File: src/rtl/mc_control_fsm_if.sv
// mc_control_fsm_if: control-unit <-> datapath/memory bundle
//   opcode, zero, mem_ready        : datapath/memory -> control
//   pc_write .. alu_src_a          : 1-bit datapath controls
//   alu_src_b, alu_op, pc_source   : 2-bit mux selects / ALU op class
interface mc_control_fsm_if;
   logic [5:0] opcode;
   logic       zero;
   logic       mem_ready;
   logic       pc_write, pc_write_cond, iord, mem_read, mem_write;
   logic       ir_write, mem_to_reg, reg_dst, reg_write, alu_src_a;
   logic [1:0] alu_src_b, alu_op, pc_source;
   modport master (
      input  opcode, zero, mem_ready,
      output pc_write, pc_write_cond, iord, mem_read, mem_write,
             ir_write, mem_to_reg, reg_dst, reg_write, alu_src_a,
             alu_src_b, alu_op, pc_source
   );
   modport slave (
      output opcode, zero, mem_ready,
      input  pc_write, pc_write_cond, iord, mem_read, mem_write,
             ir_write, mem_to_reg, reg_dst, reg_write, alu_src_a,
             alu_src_b, alu_op, pc_source
   );
endinterface

File: src/rtl/mc_control_fsm.sv
// mc_control_fsm: multi-cycle MIPS control unit with memory-wait timeout and retired-instruction counter
//   clk         : rising-edge clock
//   reset       : asynchronous active-low reset
//   bus         : datapath controls and opcode/zero/mem_ready inputs
//   state       : current state encoding
//   illegal_op  : one-cycle pulse on unsupported opcode in DECODE
//   mem_timeout : one-cycle pulse when a memory wait hits MEM_WAIT_MAX
//   instr_count : retired instructions, wraps
module mc_control_fsm #(
   parameter int MEM_WAIT_MAX = 15
) (
   input  logic              clk,
   input  logic              reset,
   mc_control_fsm_if.master  bus,
   output logic [3:0]        state,
   output logic              illegal_op,
   output logic              mem_timeout,
   output logic [31:0]       instr_count
);
   typedef enum logic [3:0] {
      FETCH = 4'd0, DECODE = 4'd1, MEMADR = 4'd2, MEMRD = 4'd3, MEMWB = 4'd4, MEMWR = 4'd5,
      RTYPE_EX = 4'd6, RTYPE_WB = 4'd7, BEQ = 4'd8, JUMP = 4'd9, ADDI_EX = 4'd10, ADDI_WB = 4'd11
   } state_t;
   state_t     cur, nxt;
   logic [3:0] wait_cnt;
   logic       waiting, retire;
   assign state   = cur;
   assign waiting = (cur == FETCH || cur == MEMRD || cur == MEMWR) && !bus.mem_ready;
   assign mem_timeout = waiting && wait_cnt == 4'(MEM_WAIT_MAX - 1);
   assign retire  = cur == MEMWB || cur == RTYPE_WB || cur == BEQ || cur == JUMP || cur == ADDI_WB
                    || (cur == MEMWR && bus.mem_ready);
   always_ff @(posedge clk or negedge reset)
      if (!reset) begin
         cur         <= FETCH;
         instr_count <= '0;
         wait_cnt    <= '0;
      end else begin
         cur         <= nxt;
         instr_count <= instr_count + 32'(retire);
         wait_cnt    <= (waiting && !mem_timeout) ? wait_cnt + 4'd1 : 4'd0;
      end
   always_comb begin
      nxt               = FETCH;
      illegal_op        = 1'b0;
      bus.pc_write      = 1'b0;
      bus.pc_write_cond = 1'b0;
      bus.iord          = 1'b0;
      bus.mem_read      = 1'b0;
      bus.mem_write     = 1'b0;
      bus.ir_write      = 1'b0;
      bus.mem_to_reg    = 1'b0;
      bus.reg_dst       = 1'b0;
      bus.reg_write     = 1'b0;
      bus.alu_src_a     = 1'b0;
      bus.alu_src_b     = 2'b00;
      bus.alu_op        = 2'b00;
      bus.pc_source     = 2'b00;
      case (cur)
         FETCH: begin
            bus.mem_read  = 1'b1;
            bus.alu_src_b = 2'b01;
            // reset gating keeps the Mealy write term quiet while reset is held
            bus.ir_write  = bus.mem_ready && reset;
            bus.pc_write  = bus.mem_ready && reset;
            nxt           = bus.mem_ready ? DECODE : FETCH;
         end
         DECODE: begin
            bus.alu_src_b = 2'b11;
            case (bus.opcode)
               6'b000000:           nxt = RTYPE_EX;
               6'b100011, 6'b101011: nxt = MEMADR;
               6'b000100:           nxt = BEQ;
               6'b000010:           nxt = JUMP;
               6'b001000:           nxt = ADDI_EX;
               default:             illegal_op = 1'b1;
            endcase
         end
         MEMADR: begin
            bus.alu_src_a = 1'b1;
            bus.alu_src_b = 2'b10;
            // IR still holds the instruction; bit 29 separates sw from lw
            nxt           = bus.opcode[3] ? MEMWR : MEMRD;
         end
         MEMRD: begin
            bus.mem_read = 1'b1;
            bus.iord     = 1'b1;
            nxt          = bus.mem_ready ? MEMWB : MEMRD;
         end
         MEMWB: begin
            bus.reg_write  = 1'b1;
            bus.mem_to_reg = 1'b1;
         end
         MEMWR: begin
            bus.mem_write = !mem_timeout;
            bus.iord      = 1'b1;
            nxt           = bus.mem_ready ? FETCH : MEMWR;
         end
         RTYPE_EX: begin
            bus.alu_src_a = 1'b1;
            bus.alu_op    = 2'b10;
            nxt           = RTYPE_WB;
         end
         RTYPE_WB: begin
            bus.reg_write = 1'b1;
            bus.reg_dst   = 1'b1;
         end
         BEQ: begin
            bus.alu_src_a     = 1'b1;
            bus.alu_op        = 2'b01;
            bus.pc_write_cond = 1'b1;
            bus.pc_source     = 2'b01;
         end
         JUMP: begin
            bus.pc_write  = 1'b1;
            bus.pc_source = 2'b10;
         end
         ADDI_EX: begin
            bus.alu_src_a = 1'b1;
            bus.alu_src_b = 2'b10;
            nxt           = ADDI_WB;
         end
         ADDI_WB: bus.reg_write = 1'b1;
         default: nxt = FETCH;
      endcase
      if (mem_timeout) nxt = FETCH;
   end
endmodule
File: src/flat_wrapper.sv
// flat-port wrapper written by rule: the top's interface ports become plain ports
module mc_control_fsm_flat 
#(
   parameter int MEM_WAIT_MAX = 15
)
  (clk, reset, state, illegal_op, mem_timeout, instr_count, bus_opcode, bus_zero, bus_mem_ready, bus_pc_write, bus_pc_write_cond, bus_iord, bus_mem_read, bus_mem_write, bus_ir_write, bus_mem_to_reg, bus_reg_dst, bus_reg_write, bus_alu_src_a, bus_alu_src_b, bus_alu_op, bus_pc_source);
  mc_control_fsm_if bus_i ();
  input  logic clk;
  input  logic reset;
  output logic [3:0] state;
  output logic illegal_op;
  output logic mem_timeout;
  output logic [31:0] instr_count;
  input wire logic [$bits(bus_i.opcode)-1:0] bus_opcode;
  input wire logic [$bits(bus_i.zero)-1:0] bus_zero;
  input wire logic [$bits(bus_i.mem_ready)-1:0] bus_mem_ready;
  output wire logic [$bits(bus_i.pc_write)-1:0] bus_pc_write;
  output wire logic [$bits(bus_i.pc_write_cond)-1:0] bus_pc_write_cond;
  output wire logic [$bits(bus_i.iord)-1:0] bus_iord;
  output wire logic [$bits(bus_i.mem_read)-1:0] bus_mem_read;
  output wire logic [$bits(bus_i.mem_write)-1:0] bus_mem_write;
  output wire logic [$bits(bus_i.ir_write)-1:0] bus_ir_write;
  output wire logic [$bits(bus_i.mem_to_reg)-1:0] bus_mem_to_reg;
  output wire logic [$bits(bus_i.reg_dst)-1:0] bus_reg_dst;
  output wire logic [$bits(bus_i.reg_write)-1:0] bus_reg_write;
  output wire logic [$bits(bus_i.alu_src_a)-1:0] bus_alu_src_a;
  output wire logic [$bits(bus_i.alu_src_b)-1:0] bus_alu_src_b;
  output wire logic [$bits(bus_i.alu_op)-1:0] bus_alu_op;
  output wire logic [$bits(bus_i.pc_source)-1:0] bus_pc_source;
  assign bus_i.opcode = bus_opcode;
  assign bus_i.zero = bus_zero;
  assign bus_i.mem_ready = bus_mem_ready;
  assign bus_pc_write = bus_i.pc_write;
  assign bus_pc_write_cond = bus_i.pc_write_cond;
  assign bus_iord = bus_i.iord;
  assign bus_mem_read = bus_i.mem_read;
  assign bus_mem_write = bus_i.mem_write;
  assign bus_ir_write = bus_i.ir_write;
  assign bus_mem_to_reg = bus_i.mem_to_reg;
  assign bus_reg_dst = bus_i.reg_dst;
  assign bus_reg_write = bus_i.reg_write;
  assign bus_alu_src_a = bus_i.alu_src_a;
  assign bus_alu_src_b = bus_i.alu_src_b;
  assign bus_alu_op = bus_i.alu_op;
  assign bus_pc_source = bus_i.pc_source;
  mc_control_fsm #(.MEM_WAIT_MAX(MEM_WAIT_MAX)) u_core (.clk(clk), .reset(reset), .bus(bus_i), .state(state), .illegal_op(illegal_op), .mem_timeout(mem_timeout), .instr_count(instr_count));
endmodule
File: config.mk
export PLATFORM = sky130hd
export DESIGN_NAME = mc_control_fsm_flat
export DESIGN_NICKNAME = d
export VERILOG_FILES = /design/src/rtl/mc_control_fsm_if.sv /design/src/rtl/mc_control_fsm.sv /design/src/flat_wrapper.sv
export SDC_FILE = /design/constraint.sdc
export NUM_CORES = 1
export LEC_CHECK = 0
export BUFFER_PORTS_ARGS = -buffer_cell sky130_fd_sc_hd__buf_4
export CAP_MARGIN = 30
export CORE_ASPECT_RATIO = 0.8
export CORE_UTILIZATION = 25
export DETAILED_ROUTE_END_ITERATION = 16
export SYNTH_ARGS = -nofsm -noshare
export SYNTH_HDL_FRONTEND = slang
export SYNTH_SLANG_ARGS = --single-unit
export TNS_END_PERCENT = 5
File: constraint.sdc
create_clock -name clk -period 5.67 [get_ports clk]
set_input_delay 0.8505 -clock clk [delete_from_list [all_inputs] [get_ports clk]]
set_output_delay 0.8505 -clock clk [all_outputs]
set_load 0.02 [all_outputs]
After elaboration in Yosys (flattened, before gate mapping)
Cells that the tools add are included.
{"block": "op_classes", "n_eq_ne": 17, "n_addsub": 2, "reduce_logical": 23, "muxes": 23}
{"op": "$add 32x1->32", "count": 1}
{"op": "$pmux 4 s7", "count": 1}
{"op": "$eq 4x4->1 const B", "count": 5}
{"op": "$pmux 4 s5", "count": 1}
{"op": "$eq 4x3->1 const B", "count": 4}
{"op": "$eq 6x6->1 const B", "count": 2}
{"op": "$mux 1", "count": 12}
{"op": "$mux 3", "count": 3}
{"op": "$eq 4x2->1 const B", "count": 2}
{"op": "$mux 4", "count": 2}
{"op": "$pmux 2 s2", "count": 2}
{"op": "$reduce_or 2->1", "count": 4}
{"op": "$logic_or 1x1->1", "count": 7}
{"op": "$eq 6x2->1 const B", "count": 1}
{"op": "$eq 6x3->1 const B", "count": 1}
{"op": "$eq 6x4->1 const B", "count": 1}
{"op": "$logic_not 6->1", "count": 1}
{"op": "$pmux 2 s3", "count": 1}
{"op": "$reduce_or 6->1", "count": 1}
{"op": "$logic_and 1x1->1", "count": 5}
{"op": "$add 4x1->4 const B", "count": 1}
{"op": "$eq 4x1->1 const B", "count": 1}
{"op": "$logic_not 4->1", "count": 1}
{"op": "$reduce_or 4->1", "count": 1}
{"op": "3 further kinds", "count": 4}
{"block": "word_totals", "reg_bits": 40, "elab_cells": 68, "out_inout_bits": 54}

Logic depth before layout (Yosys ltp)
{"block": "logic_depth", "depth_word": 8, "mapped_depth": 11, "ltp_nobuf": 9}

Worst setup path after synthesis
No wires, ideal clock.
{"block": "synth_timing", "path_kind": "input port to output port", "startpoint": "input bus_opcode[1]", "endpoint": "output illegal_op", "setup_slack_ns": 2.861, "arrival_ns": 1.959, "path_stages": 5, "n_path_buf": 1, "cell_sequence": "clkbuf_1 > maj3_1 > or3_2 > a21oi_1 > nor3_1"}
{"block": "synth_via", "elab_chain_cells": 4, "elab_cells_between_ends": 9}
{"element": "from (decl)", "line": "flat_wrapper.sv:14", "rtl": "input wire logic [$bits(bus_i.opcode)-1:0] bus_opcode;"}
{"element": "$eq 6x6->1, or another cell as far along", "line": "mc_control_fsm.sv:69", "rtl": "case (bus.opcode)"}
{"element": "$reduce_or 6->1 (no line) *"}
{"element": "$mux 1 *", "line": "mc_control_fsm.sv:69"}
{"element": "$mux 1 *", "line": "mc_control_fsm.sv:58", "rtl": "case (cur)"}
{"element": "to (decl)", "line": "flat_wrapper.sv:11", "rtl": "output logic illegal_op;"}
Mark *: on every way between the ends. The rest lies on a longest branch, timed or not.

Worst setup path in the final report
{"block": "layout_timing", "startpoint": "register u_core.cur[1], in the netlist u_core.state[1]", "endpoint": "register u_core.instr_count[18]"}
{"block": "layout_via", "elab_chain_cells": 7, "elab_cells_between_ends": 13}
{"element": "from (decl)", "line": "mc_control_fsm.sv:24", "rtl": "state_t cur, nxt;"}
{"element": "from (signal assigned)", "line": "mc_control_fsm.sv:38", "rtl": "cur <= nxt;"}
{"element": "$eq 4x3->1", "line": "mc_control_fsm.sv:30", "rtl": "assign retire = cur == MEMWB || cur == RTYPE_WB || cur == BEQ || cur == JUMP || cur == ADDI_WB"}
{"element": "$logic_or 1x1->1 (4 in series)", "line": "mc_control_fsm.sv:30"}
{"element": "$logic_or 1x1->1 *", "line": "mc_control_fsm.sv:31", "rtl": "|| (cur == MEMWR && bus.mem_ready);"}
{"element": "$add 32x1->32 *", "line": "mc_control_fsm.sv:39", "rtl": "instr_count <= instr_count + 32'(retire);"}
{"element": "to (signal assigned)", "line": "mc_control_fsm.sv:39"}
{"element": "to (decl)", "line": "mc_control_fsm.sv:18", "rtl": "output logic [31:0] instr_count"}
Marked as above.

==> results.yml <==
hold_path:
  min_path_type: "reg2reg"
pwr:
  leakage_nw: 1.31
  power_per_cell_area_mw_per_mm2: 255
  irDropWorstVdd_v: 0.000125
clocking:
  root_buffer_master: "clkbuf_8"
  tritoncts: "built"
  ctsResizeCount: 0
  number_of_buffers_on_the_longest_clock_path: 2
  worst_setup_hold_path_clk_slew_ps: 70
  clock_insertion_delay_worst_skew_ps: 280
  cts_sinks: 40
  clock_tree.htree_level_count: 2
  cts.repair_timing.setup_buffer_count: 0
  cts_hold_buffers: 0
  tritoncts.num_buffers: 5
route:
  drt_first_iter_violations: 39
  drt_drc_violations_left: 0
  firstDrtPassIters: 4
  routedWlPerCell_um: 13.0
  route.vias.total: 1835
  ant_nets: 0
  drt_wl_total_mm: 5.07
  drt-vias-per-instance: 4.71
logic_synthesis:
  synth.distinct_cells: 37
  yosysTopAreaCell: "dfrtp_1"
  mappedNetlistArea_mm2: 0.00214
  synth_area_per_cell_um2: 9.56
  yosys_warnings: 0
  synth-main-ff-cell: "dfrtp_1"
  post-synth-top-area-fraction_pct: 46.8
  synth_cells: 224
  synth.net_count: 238
  postSynth.asyncResetShare_pct: 100
  ys_ff_latch: 40
  synth-edff-count: 0
  sequential_area_share_after_synthesis_pct: 46.8
  synth.top_cells.by_area: "dfrtp_1 47%, xnor2_1 9.8%, nand3_1 4.2%"
critical_path:
  largest_fanout_on_the_critical_path: 17
  cp.required_ps: 5840
  criticalPathCategory: "reg2reg"
  setup.worst_path.start_class: "register"
  timing.critical_path.arrival_ps: 3140
  end_kind: "register"
cells_and_area:
  final_core_utilization_pct: 34.1
  drive_gt1_share_pct: 28.4
  mostFrequentLayoutCells: "63 x buf_4, 40 x dfrtp_1, 24 x xnor2_1"
  num-nets-final: 296
  insertedDiodeCount: 0
  layout_area_growth_over_synthesis_pct: 29.5
  final_area_mm2: 0.00277
  layout.cells.most_common: "buf_4"
timing:
  slew_viols_final: 0
  fin_tns_setup_ps: 0
  setup_violations: 0
  timing.final.crit_share_pct: 52.5
  grt_setup_unrepaired: "false"
  worst-slew-pin-transition_ps: 750
  hold_viol: 0
  finalCriticalPeriod_ps: 2970
  fin_ws_ps: 2700
  max_slew_margin_pct: 49.7
  clock.fmax_mhz: 336
  finalClockSkew_ps: 7.82
floorplanning:
  floorplan.die.width_um: 105
  design.core.area_mm2: 0.00813
  floorplan.initialDensity_pct: 26.3
  num_rows: 29
  io_pins: 64
  die_ar_mm2: 0.00894
  fp.dieH_um: 84.8
placed_design:
  placement.setup.worst_slack_ps: 2680
  placed_instance_area_mm2: 0.00270
  hpwlAfterDp_mm: 3.61
  numPortBuffers: 62
  place_congestion: 0.844
grt:
  grt_antenna_before_repair: 0
  first_global_vias: 1638
  grt_overflow: 0
  global_route.usage.total_pct: 11.4
  grt_pass1_wl_mm: 8.15
  largest_net_degree_at_the_start_of_global_routing: 42
status:
  outcome: "finished, final reports clean"
job:
  maximum_capacitance_violations: 0
[flip-flops by register name (all words and copies together) (netlist names)]
name,cells
u_core.instr_count,32
u_core.state,4
u_core.wait_cnt,4
[final timing paths]
kind	cells after the start	endpoint	from	slack, ps
max in group asynchronous	1	u_core.instr_count[4]	reset	4760
setup / recovery	9	u_core.instr_count[18]	u_core.state[1]	2700
min in group asynchronous	1	u_core.instr_count[27]	reset	540
setup reg to reg	9	u_core.instr_count[18]	u_core.state[1]	2700
hold reg to reg	1	u_core.instr_count[31]	u_core.instr_count[31]	490
hold / removal	1	u_core.instr_count[31]	u_core.instr_count[31]	490
[where the power goes]
group / leakage, nW / switching [mW] / internal, mW
Sequential: 0.548 / 0.0412 / 0.306
Combinational: 0.723 / 0.104 / 0.0815
Clock: 0.0410 / 0.0915 / 0.0837
[layout make-up]
type | count | area (um2)
inverter | 2 | 7.51
clock inverter | 1 | 5.00
timing repair buffer | 64 | 478
fill | 861 | 5360
clock buffer | 6 | 72.6
sequential | 40 | 1000
multi-input combinational | 169 | 1070
tap | 108 | 135
[critical path, stage by stage, from the launching register on]
cell	delay, ps
dfrtp_1	700
nand2b_4	320
o21ai_0	100
a21oi_1	200
ha_1	220
ha_1	240
nand3_1	130
nor3_2	590
nand4_1	210
xnor2_1	160
[cells in the mapped netlist, types with 2 or more instances]
| library cell | n |
|---|---|
| a21oi_1 | 6 |
| xor2_1 | 10 |
| inv_1 | 2 |
| and3b_1 | 2 |
| ha_1 | 4 |
| nand3_1 | 18 |
| and3_1 | 9 |
| buf_4 | 2 |
| nand2b_1 | 2 |
| or2_2 | 4 |
| o21ai_0 | 7 |
| buf_2 | 2 |
| xnor2_1 | 24 |
| nor2_1 | 23 |
| clkbuf_1 | 9 |
| dfrtp_1 | 40 |
| a211oi_1 | 3 |
| nor3_1 | 11 |
| nand2_1 | 15 |
| nand4_1 | 14 |
[layer usage]
layer	GRT usage (%)	share of wire, %	vias up
met5	0	0	-
met4	2.30	0.32	0
met3	3.42	5.3	2
met2	17.2	45	43
met1	16.0	50	898
li1	-	-	892
[cells by family after synthesis]
group                      Yosys count  synth area share, %
AOI/OAI and AO/OA                   21                 6.31
xor gates and xnor gates            34                 13.9
adders and majority gates            5                 2.81
buffers and inverters               15                 3.10
DFF                                 40                 46.8
and+or+nand+nor                    109                 27.1
[through the flow]
step | hold slack, ps | power, mW | std cells
global route | 503 | 0.754 | 390
finish | 485 | 0.708 | 390
CTS | 487 | 0.723 | 390
detailed placement | 476 | 0.540 | 383
global placement | 476 | 0.536 | 382
floorplan | 454 | 0.459 | 224
No activity file was read; power rests on OpenSTA's default activity.
